[config.mk]
export PLATFORM = sky130hd
export DESIGN_NAME = dcache_port_arbiter
export DESIGN_NICKNAME = d
export VERILOG_FILES = /design/src/rtl/dcache_port_arbiter.sv
export SDC_FILE = /design/constraint.sdc
export NUM_CORES = 1
export LEC_CHECK = 0
export ABC_AREA = 1
export BUFFER_PORTS_ARGS = -buffer_cell sky130_fd_sc_hd__buf_2
export CORE_AREA = 2 2 207 209
export DETAILED_ROUTE_END_ITERATION = 10
export DIE_AREA = 0 0 209 211
export GPL_TIMING_DRIVEN = 0
export PLACE_DENSITY = 0.4
export SLEW_MARGIN = 25
export SYNTH_ARGS = -nofsm -noshare
export SYNTH_HDL_FRONTEND = slang
export SYNTH_SLANG_ARGS = --single-unit
[constraint.sdc]
create_clock -name clk -period 2.15 [get_ports clk]
set_input_delay 0.3225 -clock clk [delete_from_list [all_inputs] [get_ports clk]]
set_output_delay 0.3225 -clock clk [all_outputs]
set_load 0.03 [all_outputs]
[src/rtl/dcache_port_arbiter.sv]
// Shares the single D-cache request port between the core memory stage and the PTW.
// One transaction in flight at a time; PTW wins arbitration unless the core has been starved.
module dcache_port_arbiter #(
   parameter int STARVE_LIMIT = 8
) (
   input  logic        clk,
   input  logic        reset,
   input  logic        core_req_valid,
   input  logic [63:0] core_req_addr,
   input  logic        core_req_write,
   input  logic [63:0] core_req_wdata,
   output logic        core_req_ready,
   output logic        core_resp_valid,
   output logic [63:0] core_resp_data,
   input  logic        ptw_req_valid,
   input  logic [63:0] ptw_req_addr,
   output logic        ptw_resp_valid,
   output logic [63:0] ptw_resp_data,
   output logic        dc_req_valid,
   output logic [63:0] dc_req_addr,
   output logic        dc_req_write,
   output logic [63:0] dc_req_wdata,
   output logic        dc_req_phys,
   input  logic        dc_req_ready,
   input  logic        dc_resp_valid,
   input  logic [63:0] dc_resp_data,
   output logic        protocol_err
);
   localparam int CW = $clog2(STARVE_LIMIT + 1);
   localparam logic [CW-1:0] LIMIT = CW'(STARVE_LIMIT);

   localparam logic [1:0] IDLE     = 2'd0;
   localparam logic [1:0] CORE_OUT = 2'd1;
   localparam logic [1:0] PTW_OUT  = 2'd2;

   logic [1:0]    state;
   logic [1:0]    state_nxt;
   logic [CW-1:0] starve_cnt;
   logic          idle;
   logic          grant_ptw;
   logic          grant_core;
   logic          accept;

   assign idle       = (state == IDLE);
   assign grant_ptw  = idle && ptw_req_valid && !(core_req_valid && starve_cnt == LIMIT);
   assign grant_core = idle && core_req_valid && !grant_ptw;

   assign dc_req_valid   = grant_ptw | grant_core;
   assign dc_req_phys    = grant_ptw;
   assign dc_req_addr    = grant_ptw ? ptw_req_addr : (grant_core ? core_req_addr : 64'd0);
   assign dc_req_write   = grant_core & core_req_write;
   assign dc_req_wdata   = grant_core ? core_req_wdata : 64'd0;
   assign core_req_ready = grant_core & dc_req_ready;
   assign accept         = dc_req_valid & dc_req_ready;

   // A PTW that dropped its request during the response cycle has aborted; swallow the data.
   assign core_resp_valid = (state == CORE_OUT) & dc_resp_valid;
   assign ptw_resp_valid  = (state == PTW_OUT) & dc_resp_valid & ptw_req_valid;
   assign core_resp_data  = core_resp_valid ? dc_resp_data : 64'd0;
   assign ptw_resp_data   = ptw_resp_valid ? dc_resp_data : 64'd0;

   always_comb begin
      state_nxt = state;
      case (state)
         IDLE:              if (accept) state_nxt = grant_ptw ? PTW_OUT : CORE_OUT;
         CORE_OUT, PTW_OUT: if (dc_resp_valid) state_nxt = IDLE;
         default:           state_nxt = IDLE;
      endcase
   end

   always_ff @(posedge clk or posedge reset) begin
      if (reset) begin
         state        <= IDLE;
         starve_cnt   <= '0;
         protocol_err <= 1'b0;
      end else begin
         state <= state_nxt;
         if (!core_req_valid || (accept && grant_core))
            starve_cnt <= '0;
         else if (accept && grant_ptw && starve_cnt != LIMIT)
            starve_cnt <= starve_cnt + 1'b1;
         if (idle && dc_resp_valid)
            protocol_err <= 1'b1;
      end
   end
endmodule

==> summary.txt <==
Critical path
  – Slowest-stage cell, CP: dfrtp_1
  – Req. time, crit path: 1830 ps
  – CP Max Fanout: 10
  – Element type at the critical path start: flop
  – Crit. End Element: primary output
  – CP bufs+invs: 4
  – Crit-path max cell delay: 380 ps
  – CP arrival: 1800 ps
  – Crit path max-delay family: buffers and inverters
  – CP cell instances: inv_2 > ha_4 > nand4_4 > nand2_8 > nand2_8 > buf_12 > buf_12 > nor2_2 > buf_6
  – WS Path Type: reg -> out

Global routing
  – First-pass GRT wire length: 28.7 mm
  – Number of global-route vias before repair: 5145
  – GRT Util Overall: 8.28%
  – Largest net degree at the start of global routing: 11
  – GRT overflow: 0
  – Initial antenna violation count: 4

Pwr
  – PD cells: 852 mW/mm²
  – Seq pwr share: 2.6%
  – Net Switching: 0.00379 W
  – Gate power share: 92.5%
  – Switching share of total power: 57.9%
  – Clock power share: 4.9%
  – Pint: 0.00275 W
  – Lkg Pwr: 4.89 nW
  – Peak supply drop: 0.381 mV

Routing
  – Via count: 5734
  – Avg Vias per Cell: 3.34
  – Iteration count of the initial detailed-routing pass: 5
  – DRT Wirelength: 21.4 mm
  – Final ANT Viol Nets: 0
  – DR iter-0 viols: 250
  – DRC Markers: 0
  – Average wire per standard cell: 12.5 µm

Placed design
  – Post-DP HPWL: 18.0 mm
  – Placed inst area: 0.00627 mm²
  – Gp weighted congestion: 0.917
  – I/O Buffers: 525

STA
  – Worst slew pin tran: 489 ps
  – Clk_skew: 2.84 ps
  – Max Freq: 0.471 GHz
  – TNS Setup: 0 ps
  – Final setup viols: 0
  – RSZ-0062 raised after global routing: yes
  – Final Hold Fails: 0
  – Period utilization: 98.8%
  – Tmin final: 2120 ps
  – Hold WS: 28.0 ps
  – Relative slew slack: 67.4%
  – Max-slew violations: 0

Logic synthesis
  – Async SR Flop Fraction: 100%
  – Post-synth top area cell: nor2_1
  – Synthesized flop and latch total: 7
  – Synth cell types: 22
  – Share of the yosys chip area belonging to registers: 5.89%
  – Share of the synthesized area in the top cell type: 19.2%
  – Syn Inst Count: 632
  – Mapped Area: 0.00297 mm²
  – Syn. warnings: 0
  – Synth cell count leaders: nor2_1, nand2_1, inv_1, nand3_1, nor2_2
  – Mean Syn Cell Area: 4.70 µm²
  – Top post-synthesis cells by area: nor2_1, nand2_1, inv_1, nand3_1, nor2_2
  – Primary FF master, synth: dfrtp_1
  – Count leader, synth: nor2_1
  – EDFF count, synth: 0
  – Syn nets: 900

Clocking
  – Clock Latency Late Sink: 230 ps
  – Clock buffer depth: 2
  – H-tree Lvls: 1
  – Clock sinks: 7
  – Clock-pin slew on the worst setup and hold paths: 40 ps
  – Cts bufs inserted: 3
  – CTS tree: done
  – Hold-fix buffers, CTS: 0
  – CTS Root Cell: clkbuf_16

Final layout
  – FILL cells: 4843
  – Share of layout cells above drive strength 1: 57.1%
  – P&R area growth vs syn: 158%
  – Design Area, Final: 0.00768 mm²
  – Nets@finish: 1445
  – Final Util: 18.4%
  – Register area: 175 µm²
  – # diodes: 0
  – Area of the multi-input gates: 0.00225 mm²

Die
  – Die area: 0.0441 mm²
  – FP Rows: 75
  – Die outline width: 209 µm
  – Floorplan die height: 211 µm
  – # IOs: 526
  – Core Area: 0.0418 mm²
  – Starting density of the core: 7.12%

Status
  – Status: finished, final reports clean

Worst hold path
  – Hold Path Class: in -> async

Job
  – Max-cap viol count: 0
-- power by group through the flow --
stage / sequential (W) / clock (W) / combinational (W)
finish: 0.000167 / 0.000324 / 0.00605
global route: 0.000169 / 0.000335 / 0.00645
CTS: 0.000167 / 0.000329 / 0.00526
detailed placement: 0.000171 / 0 / 0.00471
global placement: 0.000171 / 0 / 0.00473
floorplan: 0.000166 / 0 / 0.00319
-- state kept, by name, summed over array words and instances (netlist names) --
register      count
state             2
starve_cnt        4
protocol_err      1
-- layout by cell type (no fill, tap or decap), types with 2 or more instances in the layout --
cell	netlist	final
buf_4	1	47
nand3_1	72	69
nor2_2	50	24
buf_6	7	88
nand2_2	2	14
ha_4	0	2
clkbuf_1	3	3
clkbuf_16	0	7
nor2_1	152	144
nand2_4	0	2
dfrtp_1	7	7
buf_8	0	7
nand2_8	0	2
nor2_4	0	34
ha_1	5	3
inv_4	0	2
nand3_2	0	3
inv_1	142	138
inv_2	2	4
buf_12	5	11
buf_2	21	412
clkbuf_4	0	10
nand2_1	151	135
-- metrics by stage --
| stage | instances | setup WS, ps | power (W) |
|---|---|---|---|
| 2_1_floorplan | 632 | 255 | 0.00336 |
| 6_report | 1715 | 25.7 | 0.00654 |
| 3_3_place_gp | 1696 | -132 | 0.00490 |
| 5_1_grt | 1715 | -62.9 | 0.00695 |
| 4_1_cts | 1708 | 0.172 | 0.00576 |
| 3_5_place_dp | 1696 | -134 | 0.00488 |
-- final cells by class --
class	instances	area share (%)
multi-input combinational	438	29.3
tap	539	8.78
buffer	42	6.48
clock buffer	4	1.03
sequential	7	2.28
inverter	145	7.25
timing repair buffer	540	44.9
-- kinds of logic (layout without fill, tap and decap cells) --
group	after synthesis	after routing	share of synthesized area, %
and+or+nand+nor	428	428	61.7
buffers and inverters	187	731	29.1
xor gates and xnor gates	1	1	0.295
DFF	7	7	5.89
AOI/OAI and AO/OA	4	4	0.842
adders and majority gates	5	5	2.10
-- final timing paths --
path,start,end,slack (ps),cells after the start
worst min-delay path,reset,starve_cnt[1],30,2
worst min register to register,protocol_err,protocol_err,450,1
worst max-delay path,starve_cnt[0],dc_req_wdata[33],30,9
worst max register to register,starve_cnt[0],starve_cnt[3],620,8
min in group clk,dc_resp_valid,protocol_err,360,2
max in group asynchronous,reset,protocol_err,1890,2
-- timing repair --
action | 4_1_cts | 5_1_grt
resized for setup | 133 | 248
hold endpoints to repair | 0 | 0
setup endpoints to repair | 231 | 197
gates cloned | 1 | 4
buffers inserted | 7 | 3
pin swaps | 4 | 7
-- layer usage --
metal	wire length (µm)	GRT usage (%)	vias to the layer above
met5	36	0	-
met4	257	1.23	6
met3	1430	1.41	26
met2	11300	15.7	284
met1	8370	9.85	2531
li1	-	-	2887
(Power assumes the default switching activity.)
